===== src/rtl/uivbuf_wr_seq.sv =====
// uivbuf_wr_seq: write-side frame-buffer sequencer; commits a buffer only after a fully written frame.
// Optional UIVBUF_DROP_CNT_EN adds a saturating dropped-frame counter output drop_cnt_o.
module uivbuf_wr_seq #(
  parameter int              BUF_NUM    = 3,
  parameter int              ADDR_WIDTH = 32,
  parameter logic [31:0]     BASE_ADDR  = 32'h0000_0000,
  parameter logic [31:0]     FRAME_SIZE = 32'h0020_0000,
  parameter bit              VS_POL     = 1'b1
) (
  input  logic                  ui_clk,
  input  logic                  ui_rst,
  input  logic                  vs_i,
  input  logic                  wr_done_i,
  output logic [7:0]            bufn_o,
  output logic [7:0]            wbuf_o,
  output logic [ADDR_WIDTH-1:0] base_addr_o,
  output logic                  frame_start_o,
`ifdef UIVBUF_DROP_CNT_EN
  output logic                  frame_drop_o,
  output logic [15:0]           drop_cnt_o
`else
  output logic                  frame_drop_o
`endif
);
  typedef enum logic [1:0] {IDLE, ARMED, WRITE, DONE} state_t;
  localparam logic [7:0]            LAST   = 8'(BUF_NUM - 1);
  localparam logic [ADDR_WIDTH-1:0] BASE_A = ADDR_WIDTH'(BASE_ADDR);
  localparam logic [ADDR_WIDTH-1:0] STEP_A = ADDR_WIDTH'(FRAME_SIZE);
  state_t state_q, state_d;
  logic vs_act, vs_act_q, vs_rise;
  logic [7:0] wbuf_q, wbuf_d, bufn_q, bufn_d;
  logic [ADDR_WIDTH-1:0] addr_q, addr_d;
  logic start_q, start_d, drop_q, drop_d, commit, wrap;
  assign vs_act  = vs_i ^ ~VS_POL;
  assign vs_rise = vs_act & ~vs_act_q;
  always_comb begin
    state_d = state_q;
    start_d = 1'b0;
    drop_d  = 1'b0;
    commit  = 1'b0;
    case (state_q)
      IDLE:  state_d = vs_rise ? ARMED : IDLE;
      ARMED: begin
        start_d = vs_rise;
        state_d = vs_rise ? WRITE : ARMED;
      end
      WRITE: begin
        start_d = vs_rise;
        commit  = vs_rise & wr_done_i;
        drop_d  = vs_rise & ~wr_done_i;
        state_d = (wr_done_i & ~vs_rise) ? DONE : WRITE;
      end
      DONE: begin
        start_d = vs_rise;
        commit  = vs_rise;
        state_d = vs_rise ? WRITE : DONE;
      end
      default: state_d = IDLE;
    endcase
  end
  // Address is accumulated rather than multiplied; the wrap reloads the base.
  assign wrap   = wbuf_q == LAST;
  assign wbuf_d = commit ? (wrap ? 8'd0 : wbuf_q + 8'd1) : wbuf_q;
  assign bufn_d = commit ? wbuf_q : bufn_q;
  assign addr_d = commit ? (wrap ? BASE_A : addr_q + STEP_A) : addr_q;
  always_ff @(posedge ui_clk or posedge ui_rst) begin
    if (ui_rst) begin
      state_q  <= IDLE;
      vs_act_q <= 1'b0;
      wbuf_q   <= '0;
      bufn_q   <= '0;
      addr_q   <= BASE_A;
      start_q  <= 1'b0;
      drop_q   <= 1'b0;
    end else begin
      state_q  <= state_d;
      vs_act_q <= vs_act;
      wbuf_q   <= wbuf_d;
      bufn_q   <= bufn_d;
      addr_q   <= addr_d;
      start_q  <= start_d;
      drop_q   <= drop_d;
    end
  end
`ifdef UIVBUF_DROP_CNT_EN
  logic [15:0] cnt_q;
  always_ff @(posedge ui_clk or posedge ui_rst) begin
    if (ui_rst) cnt_q <= '0;
    else if (drop_d && cnt_q != 16'hFFFF) cnt_q <= cnt_q + 16'd1;
  end
  assign drop_cnt_o = cnt_q;
`endif
  assign bufn_o        = bufn_q;
  assign wbuf_o        = wbuf_q;
  assign base_addr_o   = addr_q;
  assign frame_start_o = start_q;
  assign frame_drop_o  = drop_q;
endmodule


===== config.mk =====
export PLATFORM = sky130hd
export DESIGN_NAME = uivbuf_wr_seq
export DESIGN_NICKNAME = d
export VERILOG_FILES = /design/src/rtl/uivbuf_wr_seq.sv
export SDC_FILE = /design/constraint.sdc
export NUM_CORES = 1
export LEC_CHECK = 0
export CAP_MARGIN = 20
export CELL_PAD_IN_SITES_DETAIL_PLACEMENT = 0
export CELL_PAD_IN_SITES_GLOBAL_PLACEMENT = 1
export CORE_MARGIN = 1.5
export CORE_UTILIZATION = 34
export DETAILED_ROUTE_END_ITERATION = 8
export PLACE_DENSITY_LB_ADDON = 0.1
export SLEW_MARGIN = 20
export SYNTH_ARGS = -nofsm -noshare
export SYNTH_HDL_FRONTEND = slang
export SYNTH_SLANG_ARGS = --single-unit

===== constraint.sdc =====
create_clock -name ui_clk -period 2 [get_ports ui_clk]
set_input_delay 0.2 -clock ui_clk [delete_from_list [all_inputs] [get_ports ui_clk]]
set_output_delay 0.2 -clock ui_clk [all_outputs]
set_load 0.01 [all_outputs]

Word-level counts from Yosys, hierarchy flattened:

Cells that the tools add are included.

* register bits: 53
* bits of input ports: 4
* output and inout bits: 50
* word-level logic and storage cells: 32

* $add $sub $neg: 2
* equal/unequal tests: 4
* multiplexer cells: 10
* bitwise logic cells: 7
* reduce and logical (&&, ||, !) cells: 2

Operators with widths (count)
* adder 32 x 22 -> 32 bit (second input constant): 1
* two-way mux 32 bit: 1
* adder 8 x 1 -> 8 bit (second input constant): 1
* == test 8 x 2 -> 1 bit (second input constant): 1
* two-way mux 8 bit: 1
* case mux 2 bit (4 select lines): 1
* two-way mux 1 bit: 5
* AND 1 bit: 4
* == test 2 bit (second input constant): 2
* NOT 1 bit: 3
* OR reduction 3 bit: 1
* == test 2 x 1 -> 1 bit (second input constant): 1
* logical NOT 2 bit: 1
* two-way mux 2 bit: 1
* case mux 1 bit (2 select lines): 1

Depth between registers and ports, before layout:

* depth in word-level cells: 6
* mapped depth: 7

Least setup slack after synthesis:

OpenSTA, ideal clock, no wires.

* kind: register -> register
* from: register wbuf_q[0] (netlist: wbuf_o[0])
* to: register wbuf_q[7] (netlist: wbuf_o[7])
* data arrival time: 1547 ps
* required time: 1875 ps
* setup slack: 328 ps
* stages on the path, launching flop included: 8
* cell sequence: dfrtp_1 inv_1 ha_1 nor4b_2 and4_1 buf_4 nor2_1 mux2_2

* word-level cells in the longest chain between the ends: 2
* elaborated cells on any way between the ends: 3

Ends and longest elaborated chain
* start: declaration: line 31 `logic [7:0] wbuf_q, wbuf_d, bufn_q, bufn_d;`
* start signal: assignment: line 78 `wbuf_q <= wbuf_d;`
* adder 8 x 1 -> 8 bit or == test 8 x 2 -> 1 bit (tied branches): line 63, 62
* two-way mux 8 bit *: line 63 `assign wbuf_d = commit ? (wrap ? 8'd0 : wbuf_q + 8'd1) : wbuf_q;`

Mark *: on every way between the ends. The rest lies on a longest branch, timed or not.
A chain may end at the register's enable or synchronous reset.

Worst setup path after layout:

* from: register wbuf_q[1] (netlist: wbuf_o[1])
* to: register wbuf_q[7] (netlist: wbuf_o[7])

Same word-level chain as after synthesis.

==> run summary <==
* **run status** finished, violations left
* **violated checks** DRC
* **combined buffer and inverter count along the critical path** 0
* **maximum vdd ir drop** 0.363 mV
* **total number of yosys warnings** 0
* **slowest cell delay on critical path** 0.47 ns
* **count of clock tree sinks** 32
* **leak pwr** 0.969 nW
* **Final Hold Fails** 0
* **unrepaired setup endpoints after global routing** false
* **clock insertion delay at the later pin of the skew report** 0.28 ns
* **Layout Nets** 214
* **post-cts hold buffer count** 0
* **Post-Syn Instances** 167
* **critical path startpoint category** flip-flop
* **Crit Reg-Reg Startpoint** wbuf_o[1]
* **crit path kind** reg -> reg
* **depth of the critical timing path with buffers and inverters included** 5
* **peak clock frequency supported by timing** 592 MHz
* **H-Tree Depth** 2
* **worst reg2reg path depth** 5
* **leading cell types in the layout, fill and taps excluded** 32 x dfrtp_1, 32 x clkdlybuf4s50_1, 31 x nand2_1, 21 x conb_1, 14 x nor2_1
* **Critical Path RT** 2.17 ns
* **dpl cells** 254
* **pwr/cell area** 994 mW/mm2
* **Starting Density** 0.350
* **Non-Filler Cell Area, Final** 0.00205 mm2
* **antenna violations before repair** 0
* **total number of vias** 1227
* **setup total negative slack** 0 ns
* **sequential fraction of the synthesis area** 0.492
* **DR iter-0 viols** 88
* **number of top-level design ports** 54
* **number of register bits inferred by synthesis** 32
* **layout cells sized above 1** 0.101
* **TritonCTS clock tree** built
* **overall fraction of global-route tracks in use** 0.144
* **Filler Cells Inserted** 446
* **flip-flop cell with the highest count after synthesis** dfrtp_1
* **Worst path slowest cell** dfrtp_1
* **half-perimeter wire length after placement** 2.45 mm
* **GRT Residual Overflow** 0
* **DRC viols** 1
* **router iterations before antenna repair** 8
* **# rows** 25
* **count of max-cap constraint violations** 0
* **post-route clock skew** 0.00382 ns
* **mean post-synth cell area** 9.75 um2
* **buffer count from post-CTS setup fixing** 0
* **count of placed standard cells in the final layout, fillers left out** 261
* **via density per instance** 4.70
* **clk slew on worst S/H paths** 0.06 ns
* **crit end category** flip-flop
* **post-route minimum period** 1.69 ns
* **count of flip-flops with a built-in enable after synthesis** 0
* **TritonCTS buffer count** 5
* **area of the mapped netlist** 0.00163 mm2
* **CTS root buffer** clkbuf_8
* **Core Footprint** 0.00466 mm2
* **register-to-register setup slack** 0.31 ns
* **number of distinct standard cells referenced by the synthesized netlist** 33
* **first-pass GRT wire length** 5.69 mm
* **fraction of registers with async set or reset after synthesis** 1.00
* **Layout area overhead** 25.6%
* **antenna-violating nets left** 0
* **Routed wire per std cell** 12.8 um
* **clock tree buffer depth** 2
* **ordered cell list for the critical path** ha_1, nor4b_2, and4_1, nor2_1, mux2_2
* **Critical Path End** wbuf_o[7]
* **final setup violation count** 0
* **floorplan die area** 0.00522 mm2
* **post-route clock period utilization** 0.844
* **number of global-route vias before repair** 1159
* **diode count** 0
* **RR Endpoint** wbuf_o[7]
* **worst hold-check path type** in -> async
* **post-cts resize count** 0
* **die outline height** 72.2 um
* **launching element of the worst setup path** wbuf_o[1]
* **crit-path leading delay family** simple AND/OR/NAND/NOR gates
* **final wirelength** 3.35 mm
* **Post-DP Area** 0.00195 mm2
* **biggest fanout along the worst timing path** 7
* **maximum number of pins on one net before global-route repair** 33
* **die span in x** 72.2 um
* **final count of pins violating max slew** 0
* **count of input and output buffers** 32
* **Final Wtd Congestion** 0.768
* **arrival time reported for the critical path endpoint** 1.86 ns
==> through the flow <==
step	power [mW]	hold slack, ns	utilization	setup WS (ns)
floorplan	1.22	0.231	-	0.328
global placement	1.52	0.468	0.418	0.176
detailed placement	1.52	0.466	0.418	0.117
CTS	2.07	0.315	0.439	0.303
global route	2.17	0.350	0.439	0.122
finish	2.03	0.305	0.439	0.311
==> layer usage <==
metal	track usage	part of all wire
met5	0	0
met4	0.0818	0.017
met3	0.0333	0.047
met1	0.193	0.46
met2	0.213	0.48
==> synthesized netlist by cell type (4+ instances only) <==
library cell	count	area (um2)
dfrtp_1	32	801
nand2_1	31	116
buf_4	23	173
nor2_1	14	52.6
xor2_1	8	70.1
nand3_1	7	35.0
nand4_1	6	37.5
nor3_1	4	20.0
o21ai_1	4	20.0
xnor2_1	4	35.0
==> cell families (layout without fill, tap and decap cells) <==
logic type / after synthesis / count (layout) / synth area share
XOR/XNOR: 12 / 12 / 0.0645
adder cells (fa/ha/maj): 3 / 3 / 0.0230
other: 1 / 21 / 0.00230
buffers and inverters: 30 / 50 / 0.131
flip-flops: 32 / 32 / 0.492
AND/OR/NAND/NOR: 75 / 75 / 0.229
AO/OA/AOI/OAI: 13 / 13 / 0.0515
multiplexers: 1 / 1 / 0.00691
==> worst register-to-register path: stages, from the launching register on <==
cell     delay (ns)
dfrtp_1        0.47
ha_1           0.20
nor4b_2        0.29
and4_1         0.32
nor2_1         0.05
mux2_2         0.25
==> state kept, by name, summed over array words and instances, names as in the netlist <==
signal and cells:
base_addr_o 11, bufn_o 8, wbuf_o 8, state_q 2, frame_drop_o 1, frame_start_o 1
vs_act_q 1
==> cell type report <==
cell class                      instances  area, um2  area share
Clock buffer                            7       96.3      0.0471
Inverter                                3       11.3     0.00550
Multi-Input combinational cell        125        689       0.337
Sequential cell                        32        801       0.391
Tap cell                               54       67.6      0.0330
Timing Repair Buffer                   40        380       0.186
==> where the power goes <==
part / leakage [nW] / switching, mW / internal (mW)
combinational: 0.498 / 0.281 / 0.314
clock: 0.0503 / 0.224 / 0.306
sequential: 0.421 / 0.148 / 0.761
==> how the worst min path moves through the flow <==
stage               depth (start not counted)  slack, ns       from         to
CTS                                         3       0.31     ui_rst  bufn_o[2]
finish                                      3       0.30     ui_rst  bufn_o[5]
floorplan                                   0       0.23       vs_i   vs_act_q
global route                                3       0.35     ui_rst  bufn_o[2]
global placement                            2       0.47  bufn_o[7]  bufn_o[7]
detailed placement                          2       0.47  bufn_o[7]  bufn_o[7]
Power figures use the tool's default switching activity.
